--- src/rtl/sat_counter.sv ---
// sat_counter: saturating up-counter with synchronous clear; clear plus increment yields 1.
module sat_counter #(
    parameter int W = 16
) (
    input  logic         clk,
    input  logic         rst,
    input  logic         inc,
    input  logic         clr,
    output logic [W-1:0] cnt
);

    always_ff @(posedge clk or negedge rst) begin
        if (!rst)
            cnt <= '0;
        else if (clr)
            cnt <= W'(inc);
        else if (inc && cnt != '1)
            cnt <= cnt + 1'b1;
    end

endmodule

--- config.mk ---
export PLATFORM = sky130hd
export DESIGN_NAME = sat_counter
export DESIGN_NICKNAME = d
export VERILOG_FILES = /design/src/rtl/sat_counter.sv
export SDC_FILE = /design/constraint.sdc
export NUM_CORES = 1
export LEC_CHECK = 0
export CAP_MARGIN = 20
export CORE_UTILIZATION = 45
export CTS_BUF_LIST = sky130_fd_sc_hd__clkbuf_4 sky130_fd_sc_hd__clkbuf_8
export DETAILED_ROUTE_END_ITERATION = 7
export PLACE_DENSITY = 0.7
export SYNTH_ARGS = -nofsm -noshare
export SYNTH_HDL_FRONTEND = slang
export SYNTH_SLANG_ARGS = --single-unit
--- constraint.sdc ---
create_clock -name clk -period 3.7 [get_ports clk]
set_clock_uncertainty 0.15 [all_clocks]
set_input_delay 0.555 -clock clk [delete_from_list [all_inputs] [get_ports clk]]
set_output_delay 0.555 -clock clk [all_outputs]
set_load 0.005 [all_outputs]
## After elaboration in Yosys (flattened, before gate mapping)

Index checks and enable logic that the tools add are counted.
W data, S select, Z words.

| word-level totals | value |
|---|---|
| flip-flop bits (word level) | 16 |
| input bits | 4 |
| logic and storage cells | 7 |

| cells by class | value |
|---|---|
| $add $sub $neg | 1 |
| muxes and demuxes | 2 |
| reduce and logical (&&, ||, !) cells | 2 |
| equal/unequal tests | 1 |

Operators by type and width:

| kind | number |
|---|---|
| $mux W16 | 2 |
| $add A16 B1 Y16 const B | 1 |
| $ne A16 B16 Y1 const B | 1 |
| $reduce_bool A2 Y1 | 1 |
| $logic_and A1 B1 Y1 | 1 |

## Logic depth before layout (Yosys ltp)

| depth | value |
|---|---|
| depth in word-level cells | 4 |
| gate-level depth with buffers | 6 |
| mapped depth without buffers | 5 |

## Worst setup path after synthesis

Ideal clock, no wire load.

| path | value |
|---|---|
| path type | flip-flop to flip-flop |
| start | register cnt[0] |
| end | register cnt[6] |
| data arrival time | 1.672 ns |
| cell stages (with the launch flop) | 6 |
| required time | 3.423 ns |
| library setup time | 0.127 ns |
| period minus slack after synthesis | 1.950 ns |
| path slack | 1.750 ns |
| path through | dfrtp_1 -> ha_1 -> inv_1 -> or4_1 -> nand3_1 -> mux2_1 |

| between the ends | value |
|---|---|
| cells in the longest elaborated chain, start to end | 3 |

RTL lines:

| item | RTL line | source |
|---|---|---|
| start, declared | 9 | `output logic [W-1:0] cnt` |
| start signal, assigned | 16 | `cnt <= W'(inc);` |
| start signal, assigned | 18 | `cnt <= cnt + 1'b1;` |
| $add A16 B1 Y16 or $ne A16 B16 Y1 (tied branches) | 18, 17 |  |
| $mux W16 or $logic_and A1 B1 Y1 (tied branches) | 17 | `else if (inc && cnt != '1)` |
| $mux W16 or $reduce_bool A2 Y1 (tied branches) | -- |  |

Several ways; a longest one is shown, not always the timed one. The select of a mux whose other input is x is not followed.
A chain may end at the register's enable or synchronous reset.

## Worst setup path after layout

| path | value |
|---|---|
| start | input inc |
| end | register cnt[11] |

| between the ends | value |
|---|---|
| cells in the longest elaborated chain, start to end | 2 |

RTL lines:

| item | RTL line | source |
|---|---|---|
| start, declared | 7 | `input logic inc,` |
| $logic_and A1 B1 Y1 | 17 |  |
| $reduce_bool A2 Y1 (no source line) | -- |  |

No other way between the ends.

==> flow_metrics.tcl <==
set metrics [dict create \
    area_delta_synth_final_pct 23.1 \
    insertion_delay_ps 290 \
    fin_crit_sh_pct 59.8 \
    wirelength_um 2150 \
    grt_max_degree 22 \
    reg.largest.list "cnt (16)" \
    setup_tns_ps 0 \
    leakage_nw 0.433 \
    pin_count 20 \
    place_hpwl_um 1540 \
    wl_per_cell_um 14.7 \
    end_kind "flip-flop" \
    largest_reg_flops 16 \
    hold_viol 0 \
    place_congestion 0.739 \
    postCtsHoldBufs 0 \
    diodes 0 \
    yosysUniqueCellTypes 39 \
    cts_setup_buffers 0 \
    track_usage_pct 21.3 \
    synthTopCellsByArea "dfrtp_1, nor2_1, mux2_2, a21oi_1, o41ai_1" \
    rows 16 \
    syn_area_per_cell_um2 9.41 \
    cap_viol_max_count 0 \
    synth_warnings 0 \
    p_int_uw 228 \
    cts_tree "yes" \
    dp_slack_ps 1220 \
    required_ps 3750 \
    core_area_um2 1980 \
    fp.dieH_um 48.2 \
    yosys.area.top_type "dfrtp_1" \
    min_path_cells 1 \
    final_layout_size_suffix_gt1_share_pct 10.1 \
    power_frac_seq_pct 60.6 \
    viasPerCell 6.08 \
    min_from "cnt[7]" \
    yosysSeqAreaShare_pct 41.7 \
    maxSlewViolCount 0 \
    swShare_pct 24.2 \
    antenna_found_initial 0 \
    r2r_cells 5 \
    final_nets 126 \
    ys_seq_elements 16 \
    layout_setup_ws_ps 1490 \
    clockBufferDepth 2 \
    worstHoldPathType "flip-flop to flip-flop" \
    holdPathEnd "cnt[7]" \
    cts.sinks 16 \
    cts_buffers 3 \
    drc 0 \
    vias 887 \
    syn_area_um2 960 \
    netlist_instances 102 \
    cts.clk_slew.worst_paths_ps 90 \
    comb_power_share_pct 9.3 \
    fin_crit_ps 2210 \
    timing.rr.start "cnt[0]" \
    post_cts_resized 0 \
    relSlewSlack_pct 48.3 \
    r2r_setup_slack_ps 1600 \
    drtPass1Iterations 4 \
    vdd_ir_drop_max_mv 0.209 \
    root_buffer "clkbuf_4" \
    arrival_ps 2270 \
    start_kind "input pin" \
    p_sw_uw 72.7 \
    max_freq_ghz 0.452 \
    run_status "complete, no violations" \
    drt_iter0_markers 13 \
    synth_top_area_share_pct 41.7 \
    die_x_um 48.2 \
    synthesis.nets 107 \
    cts.htree.levels 1 \
    worst_pin_slew_ps 773 \
    start_util_pct 48.4 \
    p_per_area_nw_per_um2 254 \
    setup_violations 0 \
    p_clk_share_pct 30.1 \
    gr-total-overflow 0 \
    portBuffers 19 \
    die_area_um2 2320 \
    regMostFlops "cnt" \
    fillers 185 \
    rsz0062_at_grt "no" \
    grt_pass1_wl_um 3440 \
    regToRegEndpoint "cnt[6]" \
    grt_pass1_vias 746 \
    crit_fanout 8 \
    ant_nets 0 \
    critical_path_class "input pin to flip-flop" \
]
synthesized netlist by cell type, drive strengths merged:
library cell and number:
or3 1, mux2 4, nor2b 3, nor2 12
nand2 5, dfrtp 16, a31oi 1, o211ai 1
ha 1, nor3 5, nand3 6, or4b 1
clkbuf 1, nand4 5, nand3b 1, o41ai 3
buf 4, nor4 4, o311ai 2, and3 1
inv 5, and4 2, or4 2, o21ai 2
a21oi 6, or2 1, nor3b 1, a41oi 1
a211oi 3, mux2i 1, a31o 1
area by class of cell:
| type | count | area, um^2 | share of cell area, % |
|---|---|---|---|
| multi-input combinational | 76 | 515 | 43.6 |
| timing repair buffer | 19 | 190 | 16.1 |
| inverter | 5 | 18.8 | 1.59 |
| tap | 27 | 33.8 | 2.86 |
| sequential | 16 | 400 | 33.9 |
| clock buffer | 3 | 22.5 | 1.91 |
worst max-delay path by stage:
stage                 from       to  slack (ps)  cells after the start
floorplan           cnt[0]   cnt[6]        1750                      5
global placement       inc  cnt[11]        1280                      5
detailed placement     inc  cnt[11]        1220                      5
CTS                    inc  cnt[11]        1510                      5
global route           inc  cnt[11]        1430                      5
finish                 inc  cnt[11]        1490                      5
cells by family (layout without fill, tap and decap cells):
family | Yosys count | after routing | share of synthesized area [%]
adder cells (fa/ha/maj) | 1 | 1 | 1.30
AO/OA/AOI/OAI | 20 | 20 | 14.9
buffers and inverters | 10 | 27 | 4.56
multiplexers | 5 | 5 | 5.74
AND/OR/NAND/NOR | 50 | 50 | 31.8
flip-flops | 16 | 16 | 41.7
power by group through the flow:
stage / combinational, mW / sequential, mW / clock [mW]
global route: 0.0317 / 0.183 / 0.101
global placement: 0.0274 / 0.185 / 0
finish: 0.0279 / 0.182 / 0.0906
CTS: 0.0281 / 0.182 / 0.0926
floorplan: 0.0132 / 0.185 / 0
detailed placement: 0.0279 / 0.186 / 0
cells in the final DEF (no fill, tap or decap):
cell             netlist  routed
a41oi_1                1       1
nand4_1                4       4
or2_0                  1       1
and4_1                 1       1
o41ai_1                3       3
inv_1                  5       5
nand3_4                1       1
mux2i_1                1       1
and4_2                 1       1
nor4_1                 3       3
and3_1                 1       1
nand3_1                5       5
nand4_4                1       1
a31o_2                 1       1
a211oi_1               2       2
a211oi_2               1       1
dfrtp_1               16      16
mux2_1                 1       1
mux2_2                 3       3
a31oi_1                1       1
or4_1                  2       2
nor2_1                12      12
clkdlybuf4s50_1        0      19
ha_1                   1       1
nor2b_1                3       3
nand2_1                5       5
nor4_2                 1       1
o21ai_0                2       2
nor3b_1                1       1
o311ai_0               2       2
or4b_1                 1       1
a21oi_1                6       6
nand3b_1               1       1
clkbuf_4               0       3
o211ai_1               1       1
or3_1                  1       1
nor3_1                 5       5
through the flow:
step | cells | util, % | hold slack (ps) | power (mW) | cell area [um^2]
finish | 146 | 59.6 | 377 | 0.300 | 1180
global placement | 143 | 58.5 | 354 | 0.213 | 1160
global route | 146 | 59.6 | 406 | 0.315 | 1180
detailed placement | 143 | 58.5 | 372 | 0.214 | 1160
CTS | 146 | 59.6 | 384 | 0.303 | 1180
floorplan | 102 | - | 109 | 0.198 | 960
layer usage:
layer | part of all wire (%) | GRT usage [%] | vias to the layer above | wire, um
li1 | - | - | 425 | -
met1 | 45 | 29.5 | 436 | 973
met2 | 50 | 33.3 | 21 | 1070
met3 | 3.3 | 2.22 | 5 | 72
met4 | 1.9 | 10.0 | 0 | 40
met5 | 0 | 0 | - | 0
critical path, stage by stage:
cell,delay (ps)
clkdlybuf4s50_1,610
nand3_1,170
or2_0,360
or4_1,430
a21oi_1,150
No activity file was read; power rests on OpenSTA's default activity.
